$ cat src/rtl/tawas_rcn_pkg.sv
// Shared definitions for RCN ring endpoints: packet field positions,
// packet width, the responder FSM states and the ring register mux select.
package tawas_rcn_pkg;

    localparam int PKT_W    = 67;

    localparam int VLD_BIT  = 66;
    localparam int RSP_BIT  = 65;
    localparam int WR_BIT   = 64;
    localparam int ID_MSB   = 63;
    localparam int ID_LSB   = 58;
    localparam int SEQ_MSB  = 57;
    localparam int SEQ_LSB  = 56;
    localparam int MASK_MSB = 55;
    localparam int MASK_LSB = 52;
    localparam int ADDR_MSB = 51;
    localparam int ADDR_LSB = 32;
    localparam int DATA_MSB = 31;
    localparam int DATA_LSB = 0;

    // Responder FSM states
    typedef enum logic [1:0] {
        ST_IDLE     = 2'd0,
        ST_ACCESS   = 2'd1,
        ST_CAPTURE  = 2'd2,
        ST_RSP_PEND = 2'd3
    } slave_state_t;

    // What the ring register loads next cycle
    typedef enum logic [1:0] {
        FWD_PASS   = 2'd0,
        FWD_EMPTY  = 2'd1,
        FWD_INSERT = 2'd2
    } fwd_sel_t;

endpackage

$ cat src/rtl/tawas_rcn_fwd.sv
// Single-stage RCN ring register. Each cycle the slot either passes the
// incoming packet through, is emptied (packet consumed locally), or is
// loaded with a packet inserted by the endpoint.
module tawas_rcn_fwd
    import tawas_rcn_pkg::*;
(
    input  logic             clk,
    input  logic             rst,
    input  logic [PKT_W-1:0] ring_in,
    input  fwd_sel_t         sel,
    input  logic [PKT_W-1:0] ins_pkt,
    output logic [PKT_W-1:0] ring_out
);

    logic [PKT_W-1:0] ring_d;
    logic [PKT_W-1:0] ring_q;

    // Choose the next slot content from forward / empty / insert
    always_comb begin
        ring_d = ring_in;
        case (sel)
            FWD_PASS:   ring_d = ring_in;
            FWD_EMPTY:  ring_d = '0;
            FWD_INSERT: ring_d = ins_pkt;
            default:    ring_d = ring_in;
        endcase
    end

    // Ring slot register, cleared by the active-low async reset
    always_ff @(posedge clk or negedge rst) begin
        if (!rst) begin
            ring_q <= '0;
        end else begin
            ring_q <= ring_d;
        end
    end

    assign ring_out = ring_q;

endmodule

$ cat src/rtl/tawas_rcn_slave.sv
// RCN ring responder. Claims request packets whose word address hits the
// (ADDR_MASK, ADDR_BASE) window, performs the access on a local SRAM-style
// bus and reinserts a response into the first empty ring slot. Only one
// access is outstanding; hits arriving while busy circulate and retry.
// Optional build macro TAWAS_RCN_SLAVE_ACK_EN adds an ack input that
// stretches the local access until the target completes.
module tawas_rcn_slave
    import tawas_rcn_pkg::*;
#(
    parameter logic [19:0] ADDR_MASK = 20'hF_0000,
    parameter logic [19:0] ADDR_BASE = 20'h1_0000
) (
    input  logic             clk,
    input  logic             rst,
    input  logic [PKT_W-1:0] rcn_in,
    output logic [PKT_W-1:0] rcn_out,
    output logic             cs,
    output logic             wr,
    output logic [19:0]      addr,
    output logic [3:0]       mask,
    output logic [31:0]      wdata,
    input  logic [31:0]      rdata
`ifdef TAWAS_RCN_SLAVE_ACK_EN
    ,
    input  logic             ack
`endif
);

    slave_state_t state_d, state_q;
    logic         cs_d, cs_q;
    logic         wr_d, wr_q;
    logic [19:0]  addr_d, addr_q;
    logic [3:0]   mask_d, mask_q;
    logic [31:0]  wdata_d, wdata_q;
    logic [5:0]   id_d, id_q;
    logic [1:0]   seq_d, seq_q;
    logic [31:0]  rsp_data_d, rsp_data_q;

    logic         in_vld;
    logic         in_rsp;
    logic         in_hit;
    logic         claim;
    logic [31:0]  capture_data;
    logic [31:0]  ins_data;
    logic [PKT_W-1:0] ins_pkt;
    fwd_sel_t     fwd_sel;

    assign in_vld = rcn_in[VLD_BIT];
    assign in_rsp = rcn_in[RSP_BIT];
    assign in_hit = (rcn_in[ADDR_MSB:ADDR_LSB] & ADDR_MASK) == ADDR_BASE;
    assign claim  = in_vld && !in_rsp && in_hit && (state_q == ST_IDLE);

    // Reads return target data, writes echo the written word
    assign capture_data = wr_q ? wdata_q : rdata;

    // In CAPTURE the response can go out straight from rdata so the
    // minimum latency is kept; otherwise it comes from the held register
    assign ins_data = (state_q == ST_CAPTURE) ? capture_data : rsp_data_q;
    assign ins_pkt  = {1'b1, 1'b1, wr_q, id_q, seq_q, mask_q, addr_q, ins_data};

    // Claim / access / response FSM and ring slot selection
    always_comb begin
        state_d    = state_q;
        cs_d       = cs_q;
        wr_d       = wr_q;
        addr_d     = addr_q;
        mask_d     = mask_q;
        wdata_d    = wdata_q;
        id_d       = id_q;
        seq_d      = seq_q;
        rsp_data_d = rsp_data_q;
        fwd_sel    = FWD_PASS;

        case (state_q)
            ST_IDLE: begin
                if (claim) begin
                    state_d = ST_ACCESS;
                    cs_d    = 1'b1;
                    wr_d    = rcn_in[WR_BIT];
                    id_d    = rcn_in[ID_MSB:ID_LSB];
                    seq_d   = rcn_in[SEQ_MSB:SEQ_LSB];
                    mask_d  = rcn_in[MASK_MSB:MASK_LSB];
                    addr_d  = rcn_in[ADDR_MSB:ADDR_LSB];
                    wdata_d = rcn_in[DATA_MSB:DATA_LSB];
                    fwd_sel = FWD_EMPTY;
                end
            end
            ST_ACCESS: begin
`ifdef TAWAS_RCN_SLAVE_ACK_EN
                if (ack) begin
                    cs_d       = 1'b0;
                    rsp_data_d = capture_data;
                    state_d    = ST_RSP_PEND;
                end
`else
                cs_d    = 1'b0;
                state_d = ST_CAPTURE;
`endif
            end
            ST_CAPTURE: begin
                if (!in_vld) begin
                    fwd_sel = FWD_INSERT;
                    state_d = ST_IDLE;
                end else begin
                    rsp_data_d = capture_data;
                    state_d    = ST_RSP_PEND;
                end
            end
            ST_RSP_PEND: begin
                if (!in_vld) begin
                    fwd_sel = FWD_INSERT;
                    state_d = ST_IDLE;
                end
            end
            default: state_d = ST_IDLE;
        endcase
    end

    // FSM, local bus outputs and captured header/response registers
    always_ff @(posedge clk or negedge rst) begin
        if (!rst) begin
            state_q    <= ST_IDLE;
            cs_q       <= 1'b0;
            wr_q       <= 1'b0;
            addr_q     <= '0;
            mask_q     <= '0;
            wdata_q    <= '0;
            id_q       <= '0;
            seq_q      <= '0;
            rsp_data_q <= '0;
        end else begin
            state_q    <= state_d;
            cs_q       <= cs_d;
            wr_q       <= wr_d;
            addr_q     <= addr_d;
            mask_q     <= mask_d;
            wdata_q    <= wdata_d;
            id_q       <= id_d;
            seq_q      <= seq_d;
            rsp_data_q <= rsp_data_d;
        end
    end

    tawas_rcn_fwd u_fwd (
        .clk      (clk),
        .rst      (rst),
        .ring_in  (rcn_in),
        .sel      (fwd_sel),
        .ins_pkt  (ins_pkt),
        .ring_out (rcn_out)
    );

    assign cs    = cs_q;
    assign wr    = wr_q;
    assign addr  = addr_q;
    assign mask  = mask_q;
    assign wdata = wdata_q;

endmodule

$ cat config.mk
export PLATFORM = sky130hd
export DESIGN_NAME = tawas_rcn_slave
export DESIGN_NICKNAME = d
export VERILOG_FILES = /design/src/rtl/tawas_rcn_pkg.sv /design/src/rtl/tawas_rcn_fwd.sv /design/src/rtl/tawas_rcn_slave.sv
export SDC_FILE = /design/constraint.sdc
export NUM_CORES = 1
export LEC_CHECK = 0
export BUFFER_PORTS_ARGS = -buffer_cell sky130_fd_sc_hd__buf_2
export CAP_MARGIN = 20
export CORE_ASPECT_RATIO = 1.4
export CORE_UTILIZATION = 33
export DETAILED_ROUTE_END_ITERATION = 8
export PLACE_DENSITY = 0.59
export SLEW_MARGIN = 25
export SYNTH_ARGS = -nofsm -noshare
export SYNTH_HDL_FRONTEND = slang
export SYNTH_SLANG_ARGS = --single-unit
$ cat constraint.sdc
create_clock -name clk -period 3.2 [get_ports clk]
set_input_delay 0.16 -clock clk [delete_from_list [all_inputs] [get_ports clk]]
set_output_delay 0.16 -clock clk [all_outputs]
set_load 0.01 [all_outputs]
==> flow_metrics.env <==
export IMPL_finalCritPeriodShare_pct=76.8
export IMPL_outcome="finished clean"
export IMPL_worstPathArrival_ns=2.70
export IMPL_rr_worst_depth=5
export IMPL_start_kind="input pin"
export IMPL_antenna_found_initial=0
export IMPL_drv_cap=0
export IMPL_die_x_um=123
export IMPL_synthCells=514
export IMPL_syn_nets=616
export IMPL_layout_drive_gt1_share_pct=40.8
export IMPL_drc_errors=0
export IMPL_cp_required_ns=3.44
export IMPL_grt_pass1_vias=5325
export IMPL_place_congestion=0.731
export IMPL_post_route_util_pct=47.1
export IMPL_port_buffers=225
export IMPL_syn_avg_cell_area_um2=13.1
export IMPL_whs_endpoint="u_fwd.ring_out[51]"
export IMPL_cts_tree="built"
export IMPL_synthFlopType="dfrtp_1"
export IMPL_clock_skew_ns=0.0117
export IMPL_nets=897
export IMPL_grt_setup_unrepaired="no"
export IMPL_synth_distinct_cells=22
export IMPL_yosysSeqAreaShare_pct=61.9
export IMPL_overflow=0
export IMPL_finalSetupViolCount=0
export IMPL_drt_pass1_iterations=4
export IMPL_grt_pass1_wl_mm=26.4
export IMPL_num_fill_cells=1830
export IMPL_finalMaxSlewViolations=0
export IMPL_vias=5097
export IMPL_hold_violations=0
export IMPL_critPathMaxFanout=68
export IMPL_cts_max_level=4
export IMPL_area_growth_pct=39.1
export IMPL_yosys_warnings=0
export IMPL_initial_core_util_pct=33.9
export IMPL_cts_root_buf="clkbuf_16"
export IMPL_dpl_worst_slack_ns=0.887
export IMPL_syn_area_mm2=0.00675
export IMPL_power_mw=6.46
export IMPL_grt_max_degree=98
export IMPL_leakage_nw=4.65
export IMPL_r2r_setup_slack_ns=0.85
export IMPL_p_sw_share_pct=31.5
export IMPL_slew_headroom_pct=36.6
export IMPL_n_antenna_cell=0
export IMPL_synthTopCellsByCount="dfrtp_1 (167), nand2_1 (72), a22o_1 (64), mux2_2 (48), o21ai_0 (33)"
export IMPL_track_usage_pct=16.1
export IMPL_rows=61
export IMPL_core_area_mm2=0.0199
export IMPL_cts_buffers=17
export IMPL_clock_sinks=167
export IMPL_setup_tns_ns=0
export IMPL_p_seq_share_pct=45.5
export IMPL_pwr_share_clk_pct=30.9
export IMPL_hpwlAfterDp_mm=11.0
export IMPL_wire_per_inst_um=15.7
export IMPL_path_class="in2reg"
export IMPL_fmax_mhz=407
export IMPL_clkSlewWorstSetupHoldPaths_ns=0.06
export IMPL_synth_top_cell_area_share_pct=61.9
export IMPL_synth_top_area_cell="dfrtp_1"
export IMPL_async_flop_share_pct=100
export IMPL_hold_path_class="in2reg"
export IMPL_p_int_mw=4.43
export IMPL_endpoint_kind="flop"
export IMPL_tightest_slew_ns=0.951
export IMPL_setup_ws_ns=0.744
export IMPL_ys_ff_latch=167
export IMPL_reg2reg_from="state_q[1]"
export IMPL_insertion_delay_ns=0.42
export IMPL_min_path_cells=3
export IMPL_viasPerCell=4.81
export IMPL_ir_drop_v=0.000303
export IMPL_synth_area_leaders="dfrtp_1 (62%), a22o_1 (8.3%), mux2_2 (8.0%)"
export IMPL_min_from="rcn_in[51]"
export IMPL_cts_buffer_depth=2
export IMPL_timing_hold_ws_ns=0.0328
export IMPL_power_density_mw_per_mm2=688
export IMPL_cts_resized_gates=0
export IMPL_reg2reg_to="u_fwd.ring_out[51]"
export IMPL_die_h_um=171
export IMPL_synth_edf_count=0
export IMPL_pwr_share_comb_pct=23.6
export IMPL_synth_most_common_cell="dfrtp_1"
export IMPL_post_cts_buffers=0
export IMPL_p_switching_mw=2.03
export IMPL_drtIter0Drc=275
export IMPL_postRouteAntennaNets=0
export IMPL_wirelength_mm=16.6
export IMPL_num_io_pins=226
export IMPL_die_area_mm2=0.0210
export IMPL_fin_crit_ns=2.46
==> cells by family after synthesis <==
| group | after synthesis | share of synthesized area (%) |
|---|---|---|
| flops | 167 | 61.9 |
| compound gates | 131 | 14.5 |
| simple gates | 83 | 5.21 |
| fa+ha+maj | 1 | 0.185 |
| buf+inv | 39 | 2.69 |
| mux | 93 | 15.5 |
==> timing repair <==
item | in CTS | in global routing
endpoints found under the setup margin | 0 | 0
hold buffers | 67 | 0
endpoints found under the hold margin | 221 | 0
==> cell type report <==
cell class	instances	area [um2]	share of cell area [%]
Timing Repair Buffer	301	1900	20.2
Tap cell	252	315	3.36
Clock buffer	18	439	4.68
Multi-Input combinational cell	308	2410	25.7
Sequential cell	167	4180	44.5
Clock inverter	14	145	1.55
==> routing by layer <==
layer  part of all wire (%)  GRT usage, %  wire length [um]  vias to the layer above
li1                       -             -                 -                     2398
met4                    1.1          4.61               178                        0
met1                     42          19.1              6990                     2511
met2                     51          28.5              8500                      172
met5                      0             0                 0                        -
met3                    5.8          3.95               958                       16
==> layout by cell type (no fill, tap or decap), drive strengths merged <==
| cell | netlist | routed |
|---|---|---|
| a21o | 2 | 2 |
| a22o | 64 | 64 |
| and2 | 3 | 3 |
| buf | 23 | 234 |
| clkbuf | 16 | 18 |
| clkinv | 0 | 5 |
| dfrtp | 167 | 167 |
| dlygate4sd3 | 0 | 67 |
| ha | 1 | 1 |
| inv | 0 | 9 |
| mux2 | 61 | 61 |
| mux2i | 32 | 32 |
| nand2 | 72 | 72 |
| nand2b | 2 | 2 |
| nand3b | 1 | 1 |
| nor2b | 3 | 3 |
| nor4b | 2 | 2 |
| o21a | 32 | 32 |
| o21ai | 33 | 33 |
==> sequential cells by signal (all words and copies together) (netlist names), 2 cells and up <==
signal,cells
rsp_data_q,32
wdata,32
u_fwd.ring_out,67
addr,20
state_q,2
mask,4
id_q,6
seq_q,2
==> power by group through the flow <==
stage	sequential, mW	clock, mW	combinational [mW]
floorplan	3.04	0	0.762
global placement	2.95	0	1.44
detailed placement	2.99	0	1.48
CTS	2.95	2.06	1.55
global route	3.01	2.15	1.70
finish	2.94	2.00	1.52
==> through the flow <==
step / std cells / cell area [um2]
floorplan: 514 / 6750
global placement: 961 / 8140
detailed placement: 961 / 8140
CTS: 1060 / 9390
global route: 1060 / 9390
finish: 1060 / 9390
==> how the worst max path moves through the flow <==
stage / cells after the start / slack, ns / startpoint / to
final: 7 / 0.74 / rcn_in[49] / u_fwd.ring_out[51]
after CTS: 7 / 0.75 / rcn_in[49] / u_fwd.ring_out[51]
after global placement: 6 / 0.94 / rcn_in[49] / u_fwd.ring_out[51]
after floorplan: 10 / 0.83 / state_q[1] / u_fwd.ring_out[33]
after global routing: 7 / 0.63 / rcn_in[49] / u_fwd.ring_out[51]
after detailed placement: 6 / 0.89 / rcn_in[49] / u_fwd.ring_out[51]
==> worst max-delay path, stage by stage <==
cell	delay, ns
dlygate4sd3_1	0.53
buf_2	0.13
nor4b_1	0.52
nand2_4	0.07
ha_2	0.37
buf_4	0.65
o21ai_0	0.26
Power figures use the tool's default switching activity.
